### config.mk
export PLATFORM = sky130hd
export DESIGN_NAME = multicycle_control
export DESIGN_NICKNAME = d
export VERILOG_FILES = /design/src/rtl/multicycle_control.sv
export SDC_FILE = /design/constraint.sdc
export NUM_CORES = 1
export LEC_CHECK = 0
export BUFFER_PORTS_ARGS = -buffer_cell sky130_fd_sc_hd__buf_4
export CORE_ASPECT_RATIO = 1.4
export CORE_MARGIN = 5
export CORE_UTILIZATION = 40
export DETAILED_ROUTE_END_ITERATION = 16
export GPL_TIMING_DRIVEN = 0
export SYNTH_ARGS = -nofsm -noshare
export SYNTH_HDL_FRONTEND = slang
export SYNTH_SLANG_ARGS = --single-unit
### constraint.sdc
create_clock -name clk -period 3.7 [get_ports clk]
set_input_delay 0.74 -clock clk [delete_from_list [all_inputs] [get_ports clk]]
set_output_delay 0.74 -clock clk [all_outputs]
set_load 0.02 [all_outputs]
### src/rtl/multicycle_control.sv
`default_nettype none
// ============================================================================
// Module   : multicycle_control
// Purpose  : Multi-cycle LEGv8 control unit (FETCH/DECODE/EXEC/MEM/WB) with
//            memory ready handshake, MEM timeout fault and registered immediate.
// Revision : 1.0  initial release
// ============================================================================
module multicycle_control #(
  parameter int DATA_W      = 64,
  parameter int MEM_TIMEOUT = 15,
  parameter int CNT_W       = 32
) (
  input  logic              clk,
  input  logic              reset,
  input  logic [31:0]       instruction,
  input  logic              instr_valid,
  input  logic              mem_ready,
  input  logic              zero,
  input  logic              flag_n,
  input  logic              flag_v,
  output logic              fetch_req,
  output logic              ir_write,
  output logic              pc_write,
  output logic [1:0]        pc_src,
  output logic              reg2loc,
  output logic              alu_src,
  output logic              mem_to_reg,
  output logic              reg_write,
  output logic              mem_read,
  output logic              mem_write,
  output logic              set_flag,
  output logic              link,
  output logic [2:0]        alu_op,
  output logic [DATA_W-1:0] imm,
  output logic              retire,
  output logic              illegal,
  output logic              mem_fault,
  output logic [CNT_W-1:0]  retired,
  output logic [2:0]        state
);

  localparam logic [2:0] S_FETCH  = 3'd0;
  localparam logic [2:0] S_DECODE = 3'd1;
  localparam logic [2:0] S_EXEC   = 3'd2;
  localparam logic [2:0] S_MEM    = 3'd3;
  localparam logic [2:0] S_WB     = 3'd4;

  localparam logic [3:0] K_NONE = 4'd0;
  localparam logic [3:0] K_B    = 4'd1;
  localparam logic [3:0] K_BL   = 4'd2;
  localparam logic [3:0] K_ADDI = 4'd3;
  localparam logic [3:0] K_ADDS = 4'd4;
  localparam logic [3:0] K_SUBS = 4'd5;
  localparam logic [3:0] K_BLT  = 4'd6;
  localparam logic [3:0] K_CBZ  = 4'd7;
  localparam logic [3:0] K_BR   = 4'd8;
  localparam logic [3:0] K_LDUR = 4'd9;
  localparam logic [3:0] K_STUR = 4'd10;

  localparam logic [7:0] TIMEOUT_CNT = 8'(MEM_TIMEOUT);

  logic [31:0]       ir_word;
  logic [3:0]        cls;
  logic [3:0]        dec_class;
  logic [DATA_W-1:0] dec_imm;
  logic [7:0]        wait_cnt;
  logic [2:0]        next_state;

  always_comb begin
    dec_class = K_NONE;
    if (ir_word[31:26] == 6'b000101)                            dec_class = K_B;
    else if (ir_word[31:26] == 6'b100101)                       dec_class = K_BL;
    else if (ir_word[31:22] == 10'b1001000100)                  dec_class = K_ADDI;
    else if (ir_word[31:21] == 11'b10101011000)                 dec_class = K_ADDS;
    else if (ir_word[31:21] == 11'b11101011000)                 dec_class = K_SUBS;
    else if (ir_word[31:24] == 8'h54 && ir_word[4:0] == 5'h0B)  dec_class = K_BLT;
    else if (ir_word[31:24] == 8'hB4)                           dec_class = K_CBZ;
    else if (ir_word[31:21] == 11'b11010110000)                 dec_class = K_BR;
    else if (ir_word[31:21] == 11'b11111000010)                 dec_class = K_LDUR;
    else if (ir_word[31:21] == 11'b11111000000)                 dec_class = K_STUR;
  end

  always_comb begin
    dec_imm = '0;
    case (dec_class)
      K_B, K_BL:     dec_imm = {{(DATA_W-26){ir_word[25]}}, ir_word[25:0]};
      K_BLT, K_CBZ:  dec_imm = {{(DATA_W-19){ir_word[23]}}, ir_word[23:5]};
      K_ADDI:        dec_imm = {{(DATA_W-12){1'b0}}, ir_word[21:10]};
      K_LDUR, K_STUR: dec_imm = {{(DATA_W-9){ir_word[20]}}, ir_word[20:12]};
      default:       dec_imm = '0;
    endcase
  end

  always_comb begin
    next_state = state;
    fetch_req  = (state == S_FETCH);
    ir_write   = 1'b0;
    pc_write   = 1'b0;
    pc_src     = 2'b00;
    reg2loc    = 1'b0;
    alu_src    = 1'b0;
    mem_to_reg = 1'b0;
    reg_write  = 1'b0;
    mem_read   = 1'b0;
    mem_write  = 1'b0;
    set_flag   = 1'b0;
    link       = 1'b0;
    alu_op     = 3'b000;
    retire     = 1'b0;
    illegal    = 1'b0;
    mem_fault  = 1'b0;
    case (state)
      S_FETCH: begin
        if (instr_valid) begin
          ir_write   = 1'b1;
          next_state = S_DECODE;
        end
      end
      S_DECODE: begin
        if (dec_class == K_NONE) begin
          illegal    = 1'b1;
          pc_write   = 1'b1;
          next_state = S_FETCH;
        end else begin
          next_state = S_EXEC;
        end
      end
      S_EXEC: begin
        case (cls)
          K_ADDI: begin
            alu_src    = 1'b1;
            alu_op     = 3'b010;
            next_state = S_WB;
          end
          K_ADDS: begin
            alu_op     = 3'b010;
            set_flag   = 1'b1;
            next_state = S_WB;
          end
          K_SUBS: begin
            alu_op     = 3'b011;
            set_flag   = 1'b1;
            next_state = S_WB;
          end
          K_LDUR, K_STUR: begin
            alu_src    = 1'b1;
            alu_op     = 3'b010;
            reg2loc    = (cls == K_STUR);
            next_state = S_MEM;
          end
          K_B, K_BL: begin
            pc_write   = 1'b1;
            pc_src     = 2'b01;
            reg_write  = (cls == K_BL);
            link       = (cls == K_BL);
            retire     = 1'b1;
            next_state = S_FETCH;
          end
          K_CBZ: begin
            reg2loc    = 1'b1;
            pc_write   = 1'b1;
            pc_src     = zero ? 2'b01 : 2'b00;
            retire     = 1'b1;
            next_state = S_FETCH;
          end
          K_BLT: begin
            pc_write   = 1'b1;
            pc_src     = (flag_n != flag_v) ? 2'b01 : 2'b00;
            retire     = 1'b1;
            next_state = S_FETCH;
          end
          K_BR: begin
            reg2loc    = 1'b1;
            pc_write   = 1'b1;
            pc_src     = 2'b10;
            retire     = 1'b1;
            next_state = S_FETCH;
          end
          default: next_state = S_FETCH;
        endcase
      end
      S_MEM: begin
        alu_src   = 1'b1;
        alu_op    = 3'b010;
        reg2loc   = (cls == K_STUR);
        mem_read  = (cls == K_LDUR);
        mem_write = (cls == K_STUR);
        // A ready arriving on the timeout cycle still completes the access.
        if (mem_ready) begin
          if (cls == K_LDUR) begin
            next_state = S_WB;
          end else begin
            pc_write   = 1'b1;
            retire     = 1'b1;
            next_state = S_FETCH;
          end
        end else if (wait_cnt == TIMEOUT_CNT) begin
          mem_fault  = 1'b1;
          pc_write   = 1'b1;
          next_state = S_FETCH;
        end
      end
      S_WB: begin
        reg_write  = 1'b1;
        pc_write   = 1'b1;
        mem_to_reg = (cls == K_LDUR);
        retire     = 1'b1;
        next_state = S_FETCH;
      end
      default: next_state = S_FETCH;
    endcase
    if (reset) begin
      next_state = S_FETCH;
      ir_write   = 1'b0;
      pc_write   = 1'b0;
      pc_src     = 2'b00;
      reg2loc    = 1'b0;
      alu_src    = 1'b0;
      mem_to_reg = 1'b0;
      reg_write  = 1'b0;
      mem_read   = 1'b0;
      mem_write  = 1'b0;
      set_flag   = 1'b0;
      link       = 1'b0;
      alu_op     = 3'b000;
      retire     = 1'b0;
      illegal    = 1'b0;
      mem_fault  = 1'b0;
    end
  end

  always_ff @(posedge clk) begin
    if (reset) begin
      state    <= S_FETCH;
      ir_word  <= '0;
      cls      <= K_NONE;
      imm      <= '0;
      wait_cnt <= '0;
      retired  <= '0;
    end else begin
      state <= next_state;
      if (state == S_FETCH && instr_valid) ir_word <= instruction;
      if (state == S_DECODE) begin
        cls <= dec_class;
        imm <= dec_imm;
      end
      if (state == S_EXEC)                    wait_cnt <= '0;
      else if (state == S_MEM && !mem_ready)  wait_cnt <= wait_cnt + 8'd1;
      if (retire) retired <= retired + CNT_W'(1);
    end
  end

endmodule
`default_nettype wire

==> results of run 1 <==
==> how the worst min path moves through the flow <==
| stage | end | slack [ns] | cells past startpoint |
|---|---|---|---|
| after global placement | imm[24] | 0.44 | 2 |
| after global routing | imm[24] | 0.48 | 2 |
| after CTS | imm[24] | 0.46 | 2 |
| after floorplan | ir_word[1] | 0.44 | 2 |
| after detailed placement | imm[24] | 0.45 | 2 |
| final | imm[24] | 0.45 | 2 |
==> cell usage in the layout (no fill, tap or decap), types with 6 or more instances in the layout <==
cell	count
a2111oi_2	10
a2111oi_4	6
a211oi_1	10
a21oi_1	62
a221oi_1	7
a22oi_1	19
buf_2	7
buf_4	194
clkbuf_1	29
clkbuf_16	9
dfxtp_1	105
inv_1	13
mux2i_1	6
nand2_1	114
nand2b_1	9
nand3_1	15
nand4_1	9
nor2_1	66
nor3_1	24
o21ai_0	9
o21ai_1	11
xnor2_1	30
==> through the flow <==
step | setup slack [ns] | power (W) | hold WS, ns | cells
floorplan | 0.910 | 0.00131 | 0.444 | 687
global placement | 0.520 | 0.00139 | 0.440 | 1026
detailed placement | 0.516 | 0.00139 | 0.448 | 1026
CTS | 0.307 | 0.00239 | 0.458 | 1042
global route | 0.142 | 0.00247 | 0.476 | 1042
finish | 0.300 | 0.00236 | 0.452 | 1042
==> flip-flops by register name (all words and copies together) (netlist names) <==
signal    flops
ir_word      32
cls           4
imm          26
state         3
retired      32
wait_cnt      8
==> power groups by stage <==
| stage | Clock, W | Sequential (W) | Combinational, W |
|---|---|---|---|
| floorplan | 0 | 0.00120 | 0.000104 |
| global placement | 0 | 0.00121 | 0.000177 |
| detailed placement | 0 | 0.00121 | 0.000180 |
| CTS | 0.00102 | 0.00119 | 0.000181 |
| global route | 0.00108 | 0.00119 | 0.000200 |
| finish | 0.000993 | 0.00119 | 0.000180 |
==> per-layer routing <==
metal | track usage [%] | vias up | wire [microns]
met5 | 0 | - | 0
met4 | 10.1 | 0 | 657
met3 | 3.92 | 43 | 894
met2 | 36.7 | 182 | 8920
met1 | 22.7 | 2514 | 6710
li1 | - | 2697 | -
==> worst max-delay path, stage by stage (launching register included) <==
cell      delay (ns)
dfxtp_1         0.30
buf_2           0.20
nand2b_1        0.16
or2_1           0.31
a41oi_4         0.57
buf_6           0.23
nand2_1         0.10
a31oi_1         0.15
o22ai_1         0.10
buf_4           0.19
==> area by class of cell <==
class	count	area, sq um
Buffer	84	512
Multi-Input combinational cell	485	3010
Inverter	13	48.8
Fill cell	1375	6540
Sequential cell	105	2100
Timing Repair Buffer	154	1160
Clock inverter	7	86.3
Clock buffer	9	225
Tap cell	185	231
==> cell families (layout without fill, tap and decap cells) <==
family | count (synthesis) | after routing
xor+xnor | 34 | 34
other cells | 1 | 1
fa+ha+maj | 2 | 2
simple gates | 281 | 281
buf+inv | 97 | 267
mux | 6 | 6
compound gates | 161 | 161
flops | 105 | 105
==> flow_summary.ini, run 1 <==
[synthesis]
synth_nets = 728
synth-compound-area-share_pct = 22.3
synthSimpleGateAreaFrac_pct = 24.0
synth_seq_cells = 105
synthArstFlopShare_pct = 0
synthAdderAreaFrac_pct = 0.441
yosys.cell_types.count = 67
ys_seq_area_share_pct = 37.1
synth_area_sq_um = 5670
synth_enable_flop_cells = 0
ys_warn_count = 0
synth_top_cell_by_area = dfxtp_1
synth.most_common_cell = nand2_1
synth_area_per_cell_sq_um = 8.26
synth_flop_cell = dfxtp_1
synth_top_area_share_pct = 37.1
synth_commonest_cells = 114 x nand2_1, 105 x dfxtp_1, 66 x nor2_1
synth_mux_area_share_pct = 1.06
netlist_instances = 687
synth_xor_area_share_pct = 5.25
synth_area_leaders = dfxtp_1 37%, nand2_1 7.5%, a21oi_1 5.5%, buf_4 5.3%, xnor2_1 4.6%
synth_top_family_by_area = simple AND/OR/NAND/NOR gates

[placed_design]
placed_cell_area_sq_um = 7060
place_congestion = 0.897
dp_hpwl_microns = 13400
portBuffers = 154

[route]
drc = 0
dr.pass1.iters = 5
vias = 5436
wirelength_microns = 17200
drt.antenna.violating_nets = 0
initialDrtViolationCount = 299
routed_via_density = 5.22
wl_per_cell_microns = 16.5

[global_route]
grt_pass1_wl_microns = 27800
antenna_found_initial = 0
grt_overflow = 0
grt_max_degree = 41
grt_pass1_vias = 5471
grtUsageTotal_pct = 20.3

[floorplanning]
core_area_sq_um = 13900
die_w_microns = 111
dieArea_sq_um = 16700
rows = 51
ios = 157
start_util_pct = 40.8
die_h_microns = 151

[timing]
finalClockSkew_ns = 0.0100
tightest_slew_ns = 1.15
max_freq_ghz = 0.294
fin_crit_sh_pct = 91.9
finalSetupViolations = 0
setup_tns_ns = 0
rsz0062_at_grt = no
slew_headroom_pct = 23.2
min_period_ns = 3.40
maxSlewViolCount = 0
hold_viol_final = 0

[clocking]
post_cts_buffers = 0
ctsResizeCount = 0
clkLatencyLatePin_ns = 0.35
cts_hold_buf = 0
cts_inserted_buffers = 9
cts_buffer_depth = 2
cts_sinks = 105
h-tree-depth = 3
clk_pin_slew_ns = 0.07
cts_tree = built
cts_root_buf = clkbuf_16

[job]
maxCapViolations = 0

[outcome]
status = completed

[worst_setup_path]
cp_max_fo = 10
r2r_slack_ns = 1.19
r2r_start = ir_word[3]
startpoint = cls[3]
critical_path.endpoint = pc_write
critPathLaunchType = flip-flop
critPathArrivalTime_ns = 2.66
cp-end-kind = output port
cp_data_required_time_ns = 2.96
rr_worst_depth = 6
r2r-end = imm[3]
worst-setup-path-type = flip-flop to output port

[power]
internal-power_w = 0.00176
power_density_nw_per_um2 = 321
p_seq_share_pct = 50.3
max-vdd-ir-drop_mv = 0.179
combPwrFrac_pct = 7.6
leakagePower_nw = 2.88
clockPowerShare_pct = 42.0
p_switching_w = 0.000599
swShare_pct = 25.4

[cells_and_area]
fin_area_sq_um = 7370
nNetsFinal = 893
final_core_util_pct = 53.0
drive_gt1_share_pct = 29.8
num_antenna_cells = 0
area_delta_synth_final_pct = 30.0

[hold_path]
worstHoldStart = imm[24]
holdCritPathClass = flip-flop to flip-flop
Note: power is estimated with default switching activity, not from simulation.
==> run 2: changes to the inputs <==
--- a/config.mk
+++ b/config.mk
@@ -6,7 +6,6 @@
 export NUM_CORES = 1
 export LEC_CHECK = 0
 export BUFFER_PORTS_ARGS = -buffer_cell sky130_fd_sc_hd__buf_4
-export CORE_ASPECT_RATIO = 1.4
 export CORE_MARGIN = 5
 export CORE_UTILIZATION = 40
 export DETAILED_ROUTE_END_ITERATION = 16
==> flow_summary.ini, run 2 (synthesized netlist as in run 1, its figures left out) <==
[timing]
rsz0062_at_grt = no
setup_ws_ns = 0.282
slew_headroom_pct = 20.5
maxSlewViolCount = 0
fin_crit_sh_pct = 92.4
finalClockSkew_ns = 0.00725
min_period_ns = 3.42
tightest_slew_ns = 1.19
hold_viol_final = 0
finalSetupViolations = 0
setup_tns_ns = 0
max_freq_ghz = 0.293

[hold_path]
holdCritPathClass = flip-flop to flip-flop
worstHoldStart = imm[18]

[floorplanning]
core_area_sq_um = 13900
dieArea_sq_um = 16700
start_util_pct = 40.9
ios = 157
rows = 43
die_h_microns = 129
die_w_microns = 129

[clocking]
h-tree-depth = 3
cts_buffer_depth = 2
cts_hold_buf = 0
ctsResizeCount = 0
cts_inserted_buffers = 9
post_cts_buffers = 0
cts_sinks = 105
cts_root_buf = clkbuf_16
cts_tree = built
clkLatencyLatePin_ns = 0.35
clk_pin_slew_ns = 0.07

[worst_setup_path]
cp-end-kind = output port
rr_worst_depth = 6
r2r-end = imm[23]
worst-setup-path-type = flip-flop to output port
cp_data_required_time_ns = 2.96
critPathArrivalTime_ns = 2.68
critical_path.endpoint = pc_write
r2r_slack_ns = 1.10
critPathLaunchType = flip-flop
r2r_start = ir_word[3]
startpoint = ir_word[3]
cp_max_fo = 6

[route]
drc = 0
wl_per_cell_microns = 16.4
dr.pass1.iters = 5
routed_via_density = 5.27
initialDrtViolationCount = 415
vias = 5469
drt.antenna.violating_nets = 0
wirelength_microns = 17000

[cells_and_area]
area_delta_synth_final_pct = 29.3
final_cell_mix = 194 x buf_4, 114 x nand2_1, 105 x dfxtp_1
nNetsFinal = 893
drive_gt1_share_pct = 29.6
num_antenna_cells = 0
nFillCells = 1358
reg_top3 = ir_word x32, retired x32, imm x26
final_common_cell = buf_4

[power]
power_density_nw_per_um2 = 311
max-vdd-ir-drop_mv = 0.295
leakagePower_nw = 2.86

[global_route]
grt_pass1_wl_microns = 27000
grt_pass1_vias = 5260
grt_max_degree = 41
antenna_found_initial = 0
grt_overflow = 0
grtUsageTotal_pct = 20.0

[placed_design]
portBuffers = 154
place_congestion = 0.892
dp_hpwl_microns = 12900
place_ws_ns = 0.508

[outcome]
status = completed

[job]
maxCapViolations = 0
[run 2: cell types whose count changed in the layout (fill, tap and decap cells not counted), sizes merged]
cell	before	now
bufinv	1	0
clkinvlp	1	3
clkinv	2	1
inv	16	15
clkbuf	38	39
[run 2: cell type report]
cell class | instances | area, sq um | area share (%)
tap | 180 | 225 | 3.07
inverter | 13 | 48.8 | 0.665
multi-input combinational | 485 | 3010 | 41.0
timing repair buffer | 154 | 1160 | 15.8
clock buffer | 10 | 229 | 3.12
sequential | 105 | 2100 | 28.7
buffer | 84 | 512 | 6.98
clock inverter | 6 | 51.3 | 0.699
[run 2: routing by layer]
metal,global-route usage [%],vias up,wire length [microns]
li1,-,2704,-
met1,25.7,2582,7430
met2,33.8,164,8320
met3,4.91,19,919
met4,4.88,0,295
met5,0,-,0
[run 2: power breakdown]
| part | internal, W | switching [W] | total (W) |
|---|---|---|---|
| Clock | 0.000465 | 0.000447 | 0.000913 |
| Combinational | 0.0000709 | 0.000108 | 0.000179 |
| Sequential | 0.00115 | 0.0000344 | 0.00119 |
| Total | 0.00169 | 0.000590 | 0.00228 |
[run 2: worst min-delay path by stage]
stage	to	slack (ns)	cells after the start
6_report	imm[18]	0.45	2
2_1_floorplan	ir_word[1]	0.44	2
5_1_grt	imm[21]	0.47	2
4_1_cts	imm[21]	0.45	2
3_3_place_gp	imm[22]	0.44	2
3_5_place_dp	imm[21]	0.44	2
[run 2: worst max-delay path: stages, from the launching register on]
cell and delay, ns:
dfxtp_1 0.37, nor4bb_1 0.50, nand4_1 0.20, a2111oi_2 0.67
or4_1 0.31, o22ai_1 0.10, buf_4 0.18
[run 2: per-stage QoR]
stage               utilization (%)  power, W  cells  area (sq um)  hold slack (ns)
floorplan                         -   0.00131    687          5670            0.444
global placement               50.8   0.00139   1021          7050            0.440
detailed placement             50.8   0.00139   1021          7050            0.443
CTS                            52.8   0.00231   1037          7330            0.453
global route                   52.8   0.00237   1037          7330            0.475
finish                         52.8   0.00228   1037          7330            0.448
